<file path="src/rtl/uart_byte_rx.sv">
// uart_byte_rx: 16x-oversampled UART byte receiver with a single-entry
// holding register, framing-error and overrun pulses.
module uart_byte_rx #(
    parameter int CLK_FREQ_HZ = 50000000,
    parameter int BAUD        = 115200,
    parameter int OVERSAMPLE  = 16
) (
    input  logic       clk,
    input  logic       rst_n,
    input  logic       UART_RXD,
    output logic [7:0] rx_data,
    output logic       rx_valid,
    input  logic       rx_ready,
    output logic       rx_busy,
    output logic       frame_err,
    output logic       overrun
);

    // Rounded oversample divider, never below one clock per tick.
    localparam int DIV_CALC = (CLK_FREQ_HZ + (BAUD * OVERSAMPLE) / 2) / (BAUD * OVERSAMPLE);
    localparam int DIV      = (DIV_CALC < 1) ? 1 : DIV_CALC;
    localparam int CW       = (DIV > 1) ? $clog2(DIV) : 1;
    localparam int SW       = $clog2(OVERSAMPLE);
    localparam logic [CW-1:0] DIV_LAST = CW'(DIV - 1);
    localparam logic [SW-1:0] MID_LAST = SW'(OVERSAMPLE / 2 - 1);
    localparam logic [SW-1:0] BIT_LAST = SW'(OVERSAMPLE - 1);

    typedef enum logic [2:0] {
        IDLE,
        START,
        DATA,
        STOP,
        BREAK
    } state_t;

    state_t        state;
    logic [1:0]    sync;
    logic          rxd_s;
    logic [CW-1:0] div_cnt;
    logic          tick;
    logic [SW-1:0] smp_cnt;
    logic [2:0]    bit_idx;
    logic [7:0]    shreg;
    logic          done;

    assign rxd_s   = sync[1];
    assign tick    = (state != IDLE) && (div_cnt == DIV_LAST);
    assign rx_busy = (state != IDLE);
    // A good stop bit on its last oversample tick completes the byte.
    assign done    = (state == STOP) && tick && (smp_cnt == BIT_LAST) && rxd_s;

    // Two-flop synchronizer for the asynchronous line; idles high.
    always_ff @(posedge clk or negedge rst_n) begin
        if (!rst_n) sync <= 2'b11;
        else        sync <= {sync[0], UART_RXD};
    end

    // Oversample tick divider; held at zero in IDLE so every frame
    // starts its tick phase fresh from the start-edge detection.
    always_ff @(posedge clk or negedge rst_n) begin
        if (!rst_n)                div_cnt <= '0;
        else if (state == IDLE)    div_cnt <= '0;
        else if (div_cnt == DIV_LAST) div_cnt <= '0;
        else                       div_cnt <= div_cnt + 1'b1;
    end

    // Frame FSM: start-bit qualification, LSB-first data shift, stop check.
    always_ff @(posedge clk or negedge rst_n) begin
        if (!rst_n) begin
            state     <= IDLE;
            smp_cnt   <= '0;
            bit_idx   <= '0;
            shreg     <= '0;
            frame_err <= 1'b0;
        end else begin
            frame_err <= 1'b0;
            case (state)
                IDLE: begin
                    if (!rxd_s) begin
                        state   <= START;
                        smp_cnt <= '0;
                    end
                end
                START: begin
                    if (tick) begin
                        if (smp_cnt == MID_LAST) begin
                            smp_cnt <= '0;
                            bit_idx <= '0;
                            // Still low at mid-bit: a real start bit, else a glitch.
                            state   <= rxd_s ? IDLE : DATA;
                        end else begin
                            smp_cnt <= smp_cnt + 1'b1;
                        end
                    end
                end
                DATA: begin
                    if (tick) begin
                        if (smp_cnt == BIT_LAST) begin
                            smp_cnt <= '0;
                            shreg   <= {rxd_s, shreg[7:1]};
                            if (bit_idx == 3'd7) state <= STOP;
                            else                 bit_idx <= bit_idx + 1'b1;
                        end else begin
                            smp_cnt <= smp_cnt + 1'b1;
                        end
                    end
                end
                STOP: begin
                    if (tick) begin
                        if (smp_cnt == BIT_LAST) begin
                            smp_cnt <= '0;
                            if (rxd_s) begin
                                state <= IDLE;
                            end else begin
                                frame_err <= 1'b1;
                                state     <= BREAK;
                            end
                        end else begin
                            smp_cnt <= smp_cnt + 1'b1;
                        end
                    end
                end
                BREAK: begin
                    // Wait out a held-low line; only a return to high re-arms.
                    if (rxd_s) state <= IDLE;
                end
                default: state <= IDLE;
            endcase
        end
    end

    // Holding register: load on completion if empty or being drained the
    // same cycle, otherwise drop the new byte and flag overrun.
    always_ff @(posedge clk or negedge rst_n) begin
        if (!rst_n) begin
            rx_data  <= 8'h00;
            rx_valid <= 1'b0;
            overrun  <= 1'b0;
        end else begin
            overrun <= 1'b0;
            if (done) begin
                if (!rx_valid || rx_ready) begin
                    rx_data  <= shreg;
                    rx_valid <= 1'b1;
                end else begin
                    overrun <= 1'b1;
                end
            end else if (rx_valid && rx_ready) begin
                rx_valid <= 1'b0;
            end
        end
    end

endmodule
</file>
<file path="config.mk">
export PLATFORM = sky130hd
export DESIGN_NAME = uart_byte_rx
export DESIGN_NICKNAME = d
export VERILOG_FILES = /design/src/rtl/uart_byte_rx.sv
export SDC_FILE = /design/constraint.sdc
export NUM_CORES = 1
export LEC_CHECK = 0
export CORE_AREA = 4 4 69 71
export DETAILED_ROUTE_END_ITERATION = 16
export DIE_AREA = 0 0 73 75
export SYNTH_ARGS = -nofsm -noshare
export SYNTH_HDL_FRONTEND = slang
export SYNTH_SLANG_ARGS = --single-unit
</file>
<file path="constraint.sdc">
create_clock -name clk -period 2.3 [get_ports clk]
set_input_delay 0.46 -clock clk [delete_from_list [all_inputs] [get_ports clk]]
set_output_delay 0.46 -clock clk [all_outputs]
set_load 0.01 [all_outputs]
</file>
# After elaboration in Yosys (flattened, before gate mapping)

Index checks and enable logic that the tools add are counted.
Widths: inputs -> output; s select.

Logic and storage cells: 87
Register bits: 36

Muxes and demuxes: 35
Reductions and logical operators: 19
Add/sub/neg operators: 3
Equality and inequality tests: 20

Operator list:

| cell                | number |
|---|---|
| $mux 3              | 15 |
| $mux 4              | 5 |
| $ne 2x2->1 const B  | 9 |
| $pmux 3 s5          | 1 |
| $pmux 4 s3          | 1 |
| $mux 5              | 2 |
| $mux 1              | 9 |
| $reduce_and 9->1    | 1 |
| $eq 3x2->1 const B  | 2 |
| $eq 3x3->1 const B  | 2 |
| $ne 2x1->1 const B  | 3 |
| $pmux 3 s2          | 1 |
| $reduce_and 6->1    | 1 |
| $reduce_bool 3->1   | 2 |
| $add 5x1->5 const B | 1 |
| $eq 5x5->1 const B  | 1 |
| $logic_and 1x1->1   | 5 |
| $add 4x1->4 const B | 1 |
| $eq 4x3->1 const B  | 1 |
| $eq 4x4->1 const B  | 1 |
| $reduce_and 2->1    | 2 |
| $reduce_and 4->1    | 1 |
| $reduce_bool 2->1   | 2 |
| $add 3x1->3 const B | 1 |
| other kinds (7)     | 7 |

# Logic depth before layout (Yosys ltp)

Gate-level depths: netlist (run 1).

Word-level depth: 7
Mapped depth: 7

# Worst setup path before layout (run 1)

OpenSTA, ideal clock, no wires.

Path kind: reg2reg
Start point: reg div_cnt[0]
End point: reg bit_idx[0]
Arrival: 1.705 ns
Required time: 2.175 ns
Buffers on the path: 0
Cell stages (with the launch flop): 7
Setup slack: 0.470 ns
Cell sequence: dfrtp_1 inv_1 ha_1 nand4b_4 or2_0 or3_4 mux2_4

Word-level cells in the longest chain between the ends: 4
Elaborated cells between the ends (all ways): 5

RTL lines:

| what                                  | line | source |
|---|---|---|
| start, declared                       | 39   | `logic [CW-1:0] div_cnt;` |
| start signal, assigned                | 64   | `else div_cnt <= div_cnt + 1'b1;` |
| $eq 5x5->1 (*)                        | 47   | `assign tick = (state != IDLE) && (div_cnt == DIV_LAST);` |
| $logic_and 1x1->1 (*)                 | 47   |  |
| $ne 2x2->1 (no source line)           | n/a  |  |
| $reduce_and 6->1 (no source line) (*) | n/a  |  |
| end signal, assigned                  | 102  | `else bit_idx <= bit_idx + 1'b1;` |
| end, declared                         | 42   | `logic [2:0] bit_idx;` |

Every way passes the cells marked *; elsewhere a longest branch is shown, timed or not.
A chain may end at the register's enable or synchronous reset.

# Worst setup path in the final report (run 1)

Start point: reg state[2]
End point: out rx_busy

Word-level cells in the longest chain between the ends: 1

RTL lines:

| what                   | line | source |
|---|---|---|
| start, declared        | 36   | `state_t state;` |
| start signal, assigned | 90   | `state <= rxd_s ? IDLE : DATA;` |
| $reduce_bool 3->1      | 48   | `assign rx_busy = (state != IDLE);` |
| end, declared          | 14   | `output logic rx_busy,` |

Every way passes these cells.

==> results of run 1 <==
## area by class of cell
cell class                      instances  area share
Sequential cell                        36       0.467
Multi-Input combinational cell         86       0.347
Timing Repair Buffer                   17      0.0853
Clock buffer                            5      0.0356
Tap cell                               52      0.0336
Clock inverter                          3      0.0220
Inverter                                5     0.00970
## through the flow
| step | setup slack [ns] | util |
|---|---|---|
| 6_report | 0.145 | 0.457 |
| 2_1_floorplan | 0.470 | - |
| 4_1_cts | 0.130 | 0.457 |
| 3_5_place_dp | 0.259 | 0.431 |
| 3_3_place_gp | 0.338 | 0.431 |
| 5_1_grt | 0.0557 | 0.457 |
## flip-flops by register name, indices dropped and copies added, names as in the netlist
signal,count
shreg,8
smp_cnt,4
div_cnt,5
frame_err,1
rx_data,8
sync,2
rx_valid,1
state,3
bit_idx,3
overrun,1
## worst max-delay path: stages (launching register included)
cell and delay, ns:
dfrtp_1 0.50, or3_1 0.42, clkdlybuf4s50_1 0.49
## power by group through the flow
stage / registers (W) / logic [W] / clock network [W]
5_1_grt: 0.000638 / 0.0000221 / 0.000589
6_report: 0.000638 / 0.0000184 / 0.000539
4_1_cts: 0.000638 / 0.0000195 / 0.000555
3_5_place_dp: 0.000650 / 0.0000193 / 0
3_3_place_gp: 0.000650 / 0.0000189 / 0
2_1_floorplan: 0.000649 / 0.000000615 / 0
## Yosys cell counts, types with 3 or more instances
cell type,instances
a31oi_1,3
nor2_1,10
o21ai_0,3
inv_1,5
nand2_1,8
dfrtp_1,34
mux2_2,16
or3_1,4
buf_2,4
nor2b_1,3
nand3_1,4
ha_1,5
## cells by family (layout without fill, tap and decap cells)
family / Yosys count / after routing / synth area share
adders and majority gates: 5 / 5 / 0.0387
DFF: 36 / 36 / 0.558
muxes: 19 / 19 / 0.133
and+or+nand+nor: 42 / 42 / 0.153
buffers and inverters: 10 / 30 / 0.0263
AOI/OAI and AO/OA: 16 / 16 / 0.0688
xor gates and xnor gates: 4 / 4 / 0.0217
## per-layer routing
layer  routed length [um]  part of all wire  GRT usage  up-vias
li1                     -                 -          -      495
met1                 1300              0.45      0.155      502
met2                 1460              0.50      0.196       19
met3                  120             0.041     0.0414        4
met4                   34             0.012     0.0492        0
met5                    0                 0          0        -
## how the worst min path moves through the flow
stage	from	to	slack, ns	cells after the start
after floorplan	rst_n	bit_idx[0]	0.16	0
after global placement	sync[0]	sync[1]	0.35	0
after detailed placement	sync[0]	sync[1]	0.35	0
after CTS	sync[0]	sync[1]	0.36	0
after global routing	sync[0]	sync[1]	0.37	0
final	sync[0]	sync[1]	0.36	0
==> run metrics, run 1 <==
Starting DRT DRC Count=98; Hold-fix buffers, CTS=0; Global Route Usage Sum=0.123; Cell Area, Placed=0.00182 mm2; gr ovfl total=0; worst r2r dst=rx_data[2]; post-synthesis register bit count=36; CTS Root Cell=clkbuf_8; clock skew=0.00337 ns; routed wire length=2910 um; internal cell power=0.000962 W; Setup CP Type=reg2out; # rows=24; CP arrival=1.69 ns; switching share of power=0.195; via-per-instance ratio=5.00; slew margin rel.=0.700; total placed cells including tap cells=196; Clock Path Buffers=2; GPL Wtd Cong=0.807; Slew @ Worst Pin=0.451 ns; crit path from=state[2]; most frequent cells in the layout=dfrtp_1 (34), mux2_2 (16), clkdlybuf4s50_1 (15); Ant. Diodes=0; Worst setup EP type=primary output; worst reg2reg path depth=6; DRC Markers=0; post-CTS resize count=0; Sequential Area=903 um2; yosys warns=0; Max H-tree Level=2; via count=1020; synth top area cells=dfrtp_1 (53%), mux2_2 (11%), ha_1 (3.9%), dfstp_2 (3.2%), nor2_1 (2.3%); Filler cells=366; Post-DP HPWL=2090 um; CP required=1.84 ns; worst-path fanout max=12; post-synthesis async set-or-reset flop share=1.00; vias in the first global route=1057; full die area=0.00548 mm2; Synth top area share=0.526; Max Slew Vio Count=0; setup TNS=0 ns; Syn Std Cell Area=0.00162 mm2; CTS tree=done; largest area contributor in the netlist=dfrtp_1; share of post-route cells with drive strength above 1=0.217; Die Wd=73 um; worst IR drop on VDD=0.352 mV; die height=75 um; Flop pwr share=0.534; Tmin final=2.15 ns; first-pass GRT wire length=5070 um; endpoints failing setup=0; maxcap violations=0; post-route cell area=0.00194 mm2; outcome=completed; average routed wire per standard cell=14.3 um; RSZ-0062 raised after global routing=no; clock net sink count=36; final hold viol count=0; Critical Path End=rx_busy; Worst-Skew Late Latency=0.28 ns; Peak Freq=464 MHz; clock slew at reported path FFs=0.07 ns; crit start category=flop; I/O pin count=16; Post-CTS Setup Repair Bufs=0; DRT Pass-1 Iters=4; most common library cell in the layout ignoring fill and taps=dfrtp_1; cts bufs inserted=5; hold slack final=0.357 ns; PwrDens=618 mW/mm2; net switching power=0.000233 W; Cell variety after synth=39; largest net degree at the start of global routing=37; cell count after synthesis=132; Hold Path Class=reg2reg; fin cells=204; port buffer count=15; Final #Nets=160; footprint of the multi-input gates=672 um2; Post-Syn Nets=141; Post-Syn Area per Cell=12.3 um2; Core ar.=0.00423 mm2; Tot Pwr=0.00120 W; static leakage=0.910 nW; post-route ant nets=0; Post-synth EDFFs=0; Initial Util=0.382; initial antenna violation count=0; Main synth FF type=dfrtp_1; Final Cycle Share=0.937; Layout area overhead=19.6%; FF-to-FF Start=div_cnt[0]; Comb pwr share=0.015; Seq/Total Area, Yosys=0.558; clock power share=0.451; flop2flop setup slack=0.27 ns
No activity file was read; power rests on OpenSTA's default activity.
==> inputs of run 2 (changes only) <==
==> constraint.sdc (replaced) <==
create_clock -name clk -period 2.3 [get_ports clk]
set_input_delay 0.23 -clock clk [delete_from_list [all_inputs] [get_ports clk]]
set_output_delay 0.23 -clock clk [all_outputs]
set_load 0.01 [all_outputs]
==> run metrics, run 2 (same netlist as run 1, synthesis figures left out) <==
outcome=completed; Initial Util=0.382 (unchanged); switching share of power=0.166 (-0.0291); fin cells=203 (-0.49%); Global Route Usage Sum=0.115 (-0.00808); gr ovfl total=0 (unchanged); Layout area overhead=22.1%; Peak Freq=496 MHz (+7.0%); worst reg2reg path depth=6 (unchanged); CP required=2.46 ns (+0.62 ns); endpoints failing setup=0 (unchanged); post-CTS resize count=0 (unchanged); Clock Path Buffers=2 (unchanged); vias in the first global route=1046 (-1.0%); first-pass GRT wire length=4760 um (-6.1%); GR Layer Usage met1=0.147 (-0.00797); largest net degree at the start of global routing=37 (unchanged); most frequent cells in the layout=dfrtp_1 (34), mux2_2 (16), clkdlybuf4s50_1 (15); met2 Use GR=0.184 (-0.0119); final hold viol count=0 (unchanged); cts bufs inserted=5 (unchanged); Final #Nets=159 (-0.63%); slew margin rel.=0.705 (+0.00529); largest registers=rx_data: 8 flops, shreg: 8 flops, div_cnt: 5 flops; Flop pwr share=0.449 (-0.085); final worst slack=0.286 ns (+0.140 ns); Max H-tree Level=2 (unchanged); hold path depth=0 (unchanged); Tmin final=2.01 ns (-0.140 ns); routed wire length=2810 um (-3.3%); full die area=0.00548 mm2 (unchanged); slowest CP cell=dfrtp_1; Placement Setup Slack=0.306 ns (+0.0466 ns); worst-path fanout max=9 (-3); # rows=24 (unchanged); Final Cycle Share=0.876 (-0.0611); grt met3 use=0.0360 (-0.00534); I/O pin count=16 (unchanged); CP arrival=2.18 ns (+0.49 ns); Setup CP Type=reg2reg; clock net sink count=36 (unchanged); average routed wire per standard cell=13.8 um (-2.8%); crit start category=flop; clock skew=0.00677 ns (+0.00340 ns); port buffer count=15 (unchanged); Hold Path Class=reg2reg; Post-CTS Setup Repair Bufs=0 (unchanged); Worst-Skew Late Latency=0.28 ns (about the same); net switching power=0.000236 W (+1.1%); Hold-fix buffers, CTS=0 (unchanged); PwrDens=719 mW/mm2 (+16%); GPL Wtd Cong=0.815 (+1.0%); Filler cells=368 (+0.55%); Starting DRT DRC Count=28 (-71%); internal cell power=0.00118 W (+23%); total placed cells including tap cells=195 (-0.51%); Core ar.=0.00423 mm2 (unchanged); fin util=0.467 (+0.00946); footprint of the multi-input gates=672 um2 (unchanged); worst IR drop on VDD=0.350 mV (-0.49%); Comb pwr share=0.013 (-0.002); maxcap violations=0 (unchanged); Most Used Layer, Global Route=met2; Max Slew Vio Count=0 (unchanged); die height=75 um (unchanged); DRT Pass-1 Iters=4 (unchanged); share of post-route cells with drive strength above 1=0.212 (-0.00518); CTS tree=done; DRC Markers=0 (unchanged); Post-DP HPWL=1990 um (-4.8%); initial antenna violation count=0 (unchanged); static leakage=0.929 nW (+2.1%); via-per-instance ratio=5.04 (+0.79%); setup TNS=0 ns (unchanged); Slew @ Worst Pin=0.443 ns (-0.00793 ns); CTS Root Cell=clkbuf_8; most common library cell in the layout ignoring fill and taps=dfrtp_1; Die Wd=73 um (unchanged); RSZ-0062 raised after global routing=no; via count=1023 (+0.29%); crit path cell chain=inv_1 > ha_1 > nand4b_4 > nor2_1 > nand3_1 > mux2_2; Ant. Diodes=0 (unchanged); slowest stage delay, CP=0.42 ns (-0.08 ns); clock power share=0.538 (+0.087); post-route ant nets=0 (unchanged); Worst setup EP type=flop; clock slew at reported path FFs=0.07 ns (about the same); Sequential Area=903 um2 (unchanged)
-- run 2: cell count changes in the layout (fill, tap and decap cells not counted), sizes merged --
cell / before / now
buf: 2 / 1
clkinv: 1 / 0
bufinv: 1 / 3
clkinvlp: 1 / 0
-- run 2: cell type report --
cell class	instances	area share
Clock inverter	3	0.0456
Timing Repair Buffer	16	0.0798
Multi-Input combinational cell	86	0.340
Clock buffer	5	0.0348
Tap cell	52	0.0329
Inverter	5	0.00950
Sequential cell	36	0.457
-- run 2: per-layer routing --
metal	part of all wire	wire, um
met5	0	0
met4	0.012	35
met3	0.030	85
met2	0.49	1390
met1	0.46	1300
-- run 2: worst max-delay path: cells and delay by family, from the launching register on --
kind | cells | cell delay [ns]
adder cells (fa/ha/maj) | 1 | 0.18
buffers and inverters | 1 | 0.07
flip-flops | 1 | 0.42
multiplexers | 1 | 0.39
AND/OR/NAND/NOR | 3 | 0.83
-- run 2: worst paths after layout --
check / start / to / slack [ns]
hold / removal: sync[0] / sync[1] / 0.35
hold reg to reg: sync[0] / sync[1] / 0.35
setup reg to reg: div_cnt[0] / shreg[6] / 0.29
setup / recovery: div_cnt[0] / shreg[6] / 0.29
min in group asynchronous: rst_n / div_cnt[2] / 0.36
max in group asynchronous: rst_n / sync[0] / 1.59
-- run 2: stage by stage --
stage	hold slack, ns	cell area [um2]	total power [W]
after CTS	0.344	1980	0.00144
after floorplan	-0.0656	1620	0.000650
after global routing	0.336	1980	0.00147
after global placement	0.348	1820	0.000669
after detailed placement	0.349	1820	0.000670
final	0.353	1980	0.00142
-- run 2: power groups by stage --
stage          combinational, W  sequential [W]  clock, W
2_1_floorplan       0.000000615        0.000649         0
3_5_place_dp          0.0000196        0.000650         0
3_3_place_gp          0.0000192        0.000650         0
5_1_grt               0.0000221        0.000638  0.000810
4_1_cts               0.0000198        0.000638  0.000781
6_report              0.0000182        0.000638  0.000764
